[src/rtl/step_scheduler_if.sv]
// Step scheduler control/status bundle.
//   master : sequencer controller (drives run/hold/rate, observes step status)
//   slave  : step_scheduler itself
// Signals:
//   run        level, 1 = running, 0 = stopped and rewound
//   hold       level, 1 = freeze position while running
//   rate_in    new rate; step period = rate_in + 1 clk cycles
//   rate_load  one-cycle strobe capturing rate_in
//   rate_busy  captured rate pending, not yet applied
//   step_idx   current step index
//   step_pulse one-cycle strobe at start of each step
//   bar_pulse  one-cycle strobe with step_pulse when step_idx becomes 0
//   active     high while running or held
interface step_scheduler_if #(
   parameter int unsigned STEPS  = 8,
   parameter int unsigned RATE_W = 28
);
   localparam int unsigned IdxW = $clog2(STEPS);

   logic              run;
   logic              hold;
   logic [RATE_W-1:0] rate_in;
   logic              rate_load;
   logic              rate_busy;
   logic [IdxW-1:0]   step_idx;
   logic              step_pulse;
   logic              bar_pulse;
   logic              active;

   modport master (
      output run, hold, rate_in, rate_load,
      input  rate_busy, step_idx, step_pulse, bar_pulse, active
   );

   modport slave (
      input  run, hold, rate_in, rate_load,
      output rate_busy, step_idx, step_pulse, bar_pulse, active
   );
endinterface

[src/rtl/step_scheduler.sv]
// Step scheduler: divides clk into steps of (rate + 1) cycles and walks a
// step index 0..STEPS-1, flagging each step start and each bar start.
// Rate changes made while running are deferred to the next step boundary.
// Ports:
//   clk_i     single clock, rising edge
//   reset_ni  asynchronous active-low reset
//   bus       step_scheduler_if.slave (control in, registered status out)
module step_scheduler #(
   parameter int unsigned       STEPS        = 8,
   parameter int unsigned       RATE_W       = 28,
   parameter logic [RATE_W-1:0] DEFAULT_RATE = RATE_W'(12_499_999)
) (
   input logic               clk_i,
   input logic               reset_ni,
   step_scheduler_if.slave   bus
);
   localparam int unsigned IdxW = $clog2(STEPS);

   typedef enum logic [1:0] {StIdle, StRun, StHold} state_e;

   state_e            state_q, state_d;
   logic [RATE_W-1:0] cnt_q, cnt_d;
   logic [RATE_W-1:0] rate_q, rate_d;
   logic [RATE_W-1:0] pend_q, pend_d;
   logic              busy_q, busy_d;
   logic [IdxW-1:0]   idx_q, idx_d;
   logic              step_q, step_d;
   logic              bar_q, bar_d;
   logic              active_q, active_d;

   logic [RATE_W-1:0] next_rate;
   logic [IdxW-1:0]   idx_inc;

   // Rate taken at a reload/start/stop: a same-cycle load wins over a pending
   // one, which wins over the current active rate.
   always_comb begin
      next_rate = rate_q;
      if (bus.rate_load) begin
         next_rate = bus.rate_in;
      end else if (busy_q) begin
         next_rate = pend_q;
      end
   end

   // STEPS is a power of two, so the natural IdxW-bit overflow is the wrap.
   assign idx_inc = idx_q + 1'b1;

   always_comb begin
      state_d = state_q;
      cnt_d   = cnt_q;
      rate_d  = rate_q;
      pend_d  = pend_q;
      busy_d  = busy_q;
      idx_d   = idx_q;
      step_d  = 1'b0;
      bar_d   = 1'b0;

      unique case (state_q)
         StIdle: begin
            if (bus.rate_load) begin
               rate_d = bus.rate_in;
            end
            if (bus.run) begin
               state_d = StRun;
               cnt_d   = next_rate;
               rate_d  = next_rate;
               busy_d  = 1'b0;
               idx_d   = '0;
               step_d  = 1'b1;
               bar_d   = 1'b1;
            end
         end
         StRun, StHold: begin
            if (!bus.run) begin
               // Stop wins over hold and expiry; flush any pending rate.
               state_d = StIdle;
               cnt_d   = '0;
               idx_d   = '0;
               rate_d  = next_rate;
               busy_d  = 1'b0;
            end else if (bus.hold) begin
               state_d = StHold;
               if (bus.rate_load) begin
                  pend_d = bus.rate_in;
                  busy_d = 1'b1;
               end
            end else begin
               // Leaving HOLD counts this cycle, same as a RUN cycle.
               state_d = StRun;
               if (cnt_q == '0) begin
                  cnt_d  = next_rate;
                  rate_d = next_rate;
                  busy_d = 1'b0;
                  idx_d  = idx_inc;
                  step_d = 1'b1;
                  bar_d  = (idx_inc == '0);
               end else begin
                  cnt_d = cnt_q - 1'b1;
                  if (bus.rate_load) begin
                     pend_d = bus.rate_in;
                     busy_d = 1'b1;
                  end
               end
            end
         end
         default: begin
            state_d = StIdle;
         end
      endcase

      active_d = (state_d != StIdle);
   end

   always_ff @(posedge clk_i or negedge reset_ni) begin
      if (!reset_ni) begin
         state_q  <= StIdle;
         cnt_q    <= '0;
         rate_q   <= DEFAULT_RATE;
         pend_q   <= '0;
         busy_q   <= 1'b0;
         idx_q    <= '0;
         step_q   <= 1'b0;
         bar_q    <= 1'b0;
         active_q <= 1'b0;
      end else begin
         state_q  <= state_d;
         cnt_q    <= cnt_d;
         rate_q   <= rate_d;
         pend_q   <= pend_d;
         busy_q   <= busy_d;
         idx_q    <= idx_d;
         step_q   <= step_d;
         bar_q    <= bar_d;
         active_q <= active_d;
      end
   end

   assign bus.rate_busy  = busy_q;
   assign bus.step_idx   = idx_q;
   assign bus.step_pulse = step_q;
   assign bus.bar_pulse  = bar_q;
   assign bus.active     = active_q;
endmodule

[src/flat_wrapper.sv]
// flat-port wrapper written by rule: the top's interface ports become plain ports
module step_scheduler_flat 
#(
   parameter int unsigned       STEPS        = 8,
   parameter int unsigned       RATE_W       = 28,
   parameter logic [RATE_W-1:0] DEFAULT_RATE = RATE_W'(12_499_999)
)
  (clk_i, reset_ni, bus_run, bus_hold, bus_rate_in, bus_rate_load, bus_rate_busy, bus_step_idx, bus_step_pulse, bus_bar_pulse, bus_active);
  step_scheduler_if #(.STEPS(STEPS), .RATE_W(RATE_W)) bus_i ();
  input logic clk_i;
  input logic reset_ni;
  input wire logic [$bits(bus_i.run)-1:0] bus_run;
  input wire logic [$bits(bus_i.hold)-1:0] bus_hold;
  input wire logic [$bits(bus_i.rate_in)-1:0] bus_rate_in;
  input wire logic [$bits(bus_i.rate_load)-1:0] bus_rate_load;
  output wire logic [$bits(bus_i.rate_busy)-1:0] bus_rate_busy;
  output wire logic [$bits(bus_i.step_idx)-1:0] bus_step_idx;
  output wire logic [$bits(bus_i.step_pulse)-1:0] bus_step_pulse;
  output wire logic [$bits(bus_i.bar_pulse)-1:0] bus_bar_pulse;
  output wire logic [$bits(bus_i.active)-1:0] bus_active;
  assign bus_i.run = bus_run;
  assign bus_i.hold = bus_hold;
  assign bus_i.rate_in = bus_rate_in;
  assign bus_i.rate_load = bus_rate_load;
  assign bus_rate_busy = bus_i.rate_busy;
  assign bus_step_idx = bus_i.step_idx;
  assign bus_step_pulse = bus_i.step_pulse;
  assign bus_bar_pulse = bus_i.bar_pulse;
  assign bus_active = bus_i.active;
  step_scheduler #(.STEPS(STEPS), .RATE_W(RATE_W), .DEFAULT_RATE(DEFAULT_RATE)) u_core (.clk_i(clk_i), .reset_ni(reset_ni), .bus(bus_i));
endmodule
[config.mk]
export PLATFORM = sky130hd
export DESIGN_NAME = step_scheduler_flat
export DESIGN_NICKNAME = d
export VERILOG_FILES = /design/src/rtl/step_scheduler_if.sv /design/src/rtl/step_scheduler.sv /design/src/flat_wrapper.sv
export SDC_FILE = /design/constraint.sdc
export NUM_CORES = 1
export LEC_CHECK = 0
export CORE_ASPECT_RATIO = 1.75
export CORE_MARGIN = 4
export CORE_UTILIZATION = 59
export DETAILED_ROUTE_END_ITERATION = 16
export GPL_TIMING_DRIVEN = 0
export PLACE_DENSITY = 0.89
export REMOVE_ABC_BUFFERS = 1
export SLEW_MARGIN = 20
export SYNTH_ARGS = -nofsm -noshare
export SYNTH_HDL_FRONTEND = slang
export SYNTH_SLANG_ARGS = --single-unit
[constraint.sdc]
create_clock -name clk_i -period 2.9 [get_ports clk_i]
set_clock_uncertainty 0.1 [all_clocks]
set_input_delay 0.58 -clock clk_i [delete_from_list [all_inputs] [get_ports clk_i]]
set_output_delay 0.58 -clock clk_i [all_outputs]
set_load 0.03 [all_outputs]
==> results.cfg <==
[status]
status = complete, no violations

[timing]
final_hold_viol_count = 0
timing.fmax_mhz = 355
worst_pin_slew_ns = 0.719
min_period_ns = 2.82
rsz0062_at_grt = no
fin_crit_sh_pct = 97.2
drv_slew = 0
slew_headroom_pct = 51.8
hold_ws_ns = 0.113
setup-violations-final = 0
fin_ws_ns = 0.0825

[finish]
final-instance-count-excl-fill = 758
final_cell_area_mm2 = 0.00647
multiInputGateArea_mm2 = 0.00304
num-nets-final = 671
area_growth_pct = 16.7
n_fill_cell = 646
insertedDiodeCount = 0
regArea_mm2 = 0.00235
drive_above_1_share_pct = 16.9

[route]
initialDrtViolationCount = 486
post_drt_wl_per_cell_um = 19.4
avgViaCountPerCell = 6.52
finalWirelength_um = 14700
dr.pass1.iters = 7
vias = 4943
drcViolationCount = 0
ant_nets = 0

[yosys]
ys_ff_latch = 93
synthCells = 608
syn-cell-area_mm2 = 0.00555
yosysUniqueCellTypes = 56
syn_avg_cell_area_um2 = 9.12
synth_edf_count = 0
ys_seq_area_share_pct = 42.3
synth_warnings = 0
ys.flop_type = dfrtp_1
async_flop_share_pct = 100

[critical_path]
required_ns = 3.03
cp-end-kind = flip-flop
arrival_ns = 2.95
critPathKind = reg -> reg
startpoint = u_core.cnt_q[15]
regToRegStartpoint = u_core.cnt_q[15]
cp-start-kind = flip-flop
worstPathMaxFanout = 12

[min_path]
worstHoldPathType = in -> async

[clock_tree]
cts_sinks = 93
cts_buffers = 9
h-tree-depth = 3
insertion_delay_ns = 0.35
clk_root_buffer_cell = clkbuf_16
clk_path_buf_depth = 2
cts_tree = built
clkTransAtPathRegs_ns = 0.07
hold_buffers = 0

[pwr]
switching_share_pct = 43.7
power_frac_comb_pct = 52.2
p_leak_nw = 2.58
p_per_area_mw_per_mm2 = 1230
internal_power_w = 0.00447
p_clk_share_pct = 15.6
pwr-share-seq_pct = 32.1
ir_drop_uv = 791
p_switching_w = 0.00346

[floorplan]
rows = 46
start_util_pct = 60.6
die_area_mm2 = 0.0111
die_width_um = 81.3
die_h_um = 136
ios = 40
core-area_mm2 = 0.00915

[global_route]
grt-ovfl-total = 0
antenna_found_initial = 0
grt_util_met2_pct = 47.5
grt_pass1_vias = 5033
busiest_layer = met2
grt.met1_usage_pct = 31.4
grt_max_degree = 60
gr-usage-all-layers_pct = 27.7
grt_pass1_wl_um = 23600
gr-usage-met3_pct = 4.51

[flow_run]
max_cap_viol_count = 0

[placement]
post-place-ws_ns = -1.08
io_buffer_count = 39
place_area_mm2 = 0.00604
placedCellCount = 736
dp_hpwl_um = 9770
finalWeightedCongestion = 0.944
==> placed cells by master (no fill, tap or decap), drive strengths merged, types with 16 or more instances in the layout <==
cell type and n:
a21oi 84, clkdlybuf4s50 36, dfrtp 77, dfstp 16, mux2 29, mux2i 37, nand2 53, nand3 21
nor2 90, o21ai 27
==> Yosys cell counts, types with 6 or more instances <==
cell type / instances / area [um2]
nand4_1: 8 / 50.1
o31ai_1: 6 / 45.0
o21ai_0: 26 / 130
a21oi_1: 72 / 360
nor2_1: 89 / 334
nand3_1: 21 / 105
mux2_1: 6 / 67.6
nor3_1: 11 / 55.1
nand2_1: 52 / 195
mux2i_1: 37 / 370
mux2_2: 23 / 259
dfstp_2: 16 / 420
buf_6: 8 / 90.1
o22ai_1: 8 / 50.1
clkbuf_1: 21 / 78.8
a21oi_2: 12 / 105
inv_1: 9 / 33.8
dfrtp_1: 77 / 1930
or3_1: 6 / 37.5
a31oi_1: 9 / 56.3
==> metrics by stage <==
step                setup TNS, ns  util, %  total power (W)
floorplan                  -10.56        -          0.00519
global placement          -276.38     64.2          0.00600
detailed placement         -34.57     66.0          0.00641
CTS                             0     70.1          0.00779
global route                    0     70.7          0.00840
finish                          0     70.7          0.00794
==> worst paths after layout <==
check | to | slack, ns | depth (start not counted)
max in group asynchronous | u_core.rate_q[13] | 2.02 | 3
min in group clk_i | u_core.pend_q[15] | 0.40 | 1
worst min-delay path | u_core.pend_q[24] | 0.11 | 2
worst min register to register | u_core.pend_q[15] | 0.40 | 1
worst max register to register | u_core.cnt_q[15] | 0.08 | 6
worst max-delay path | u_core.cnt_q[15] | 0.08 | 6
==> critical path, stage by stage (launching register included) <==
cell,delay [ns]
dfrtp_1,0.46
nor4_2,0.50
nand4_2,0.37
or3_4,0.59
nand2_1,0.31
o31ai_1,0.12
a221o_1,0.26
==> layer usage <==
layer	vias to the layer above	part of all wire [%]
met5	-	0
met4	0	4.8
met3	63	5.8
met2	236	52
met1	2390	37
li1	2254	-
==> cells by family after synthesis <==
group	after synthesis	share of synthesized area, %
simple gates	221	19.3
fa+ha+maj	5	1.13
compound gates	166	18.7
mux	66	12.6
buf+inv	47	4.42
xor+xnor	10	1.58
flops	93	42.3
==> timing repair <==
action / 4_1_cts / 5_1_grt
endpoints found under the setup margin: 73 / 65
buffers inserted: 1 / 5
resized for setup: 14 / 4
pin swaps: 1 / 2
==> flip-flops by register name, summed over array words and instances, names as in the netlist <==
register               cells
u_core.cnt_q              28
u_core.bus.bar_pulse       1
u_core.bus.step_pulse      1
u_core.state_q             2
u_core.pend_q             28
u_core.rate_q             28
u_core.bus.active          1
u_core.bus.step_idx        3
u_core.bus.rate_busy       1
==> area by class of cell <==
| class | instances | share of cell area [%] |
|---|---|---|
| Multi-Input combinational cell | 468 | 47.0 |
| Sequential cell | 93 | 36.3 |
| Timing Repair Buffer | 52 | 9.07 |
| Clock buffer | 13 | 4.18 |
| Tap cell | 120 | 2.32 |
| Clock inverter | 3 | 0.657 |
| Inverter | 9 | 0.522 |
==> power by group through the flow <==
stage / Sequential [W] / Combinational, W / Clock, W
6_report: 0.00255 / 0.00415 / 0.00124
5_1_grt: 0.00260 / 0.00450 / 0.00129
4_1_cts: 0.00252 / 0.00402 / 0.00124
3_5_place_dp: 0.00254 / 0.00387 / 0
3_3_place_gp: 0.00254 / 0.00345 / 0
2_1_floorplan: 0.00249 / 0.00271 / 0
Note: power is estimated with default switching activity, not from simulation.
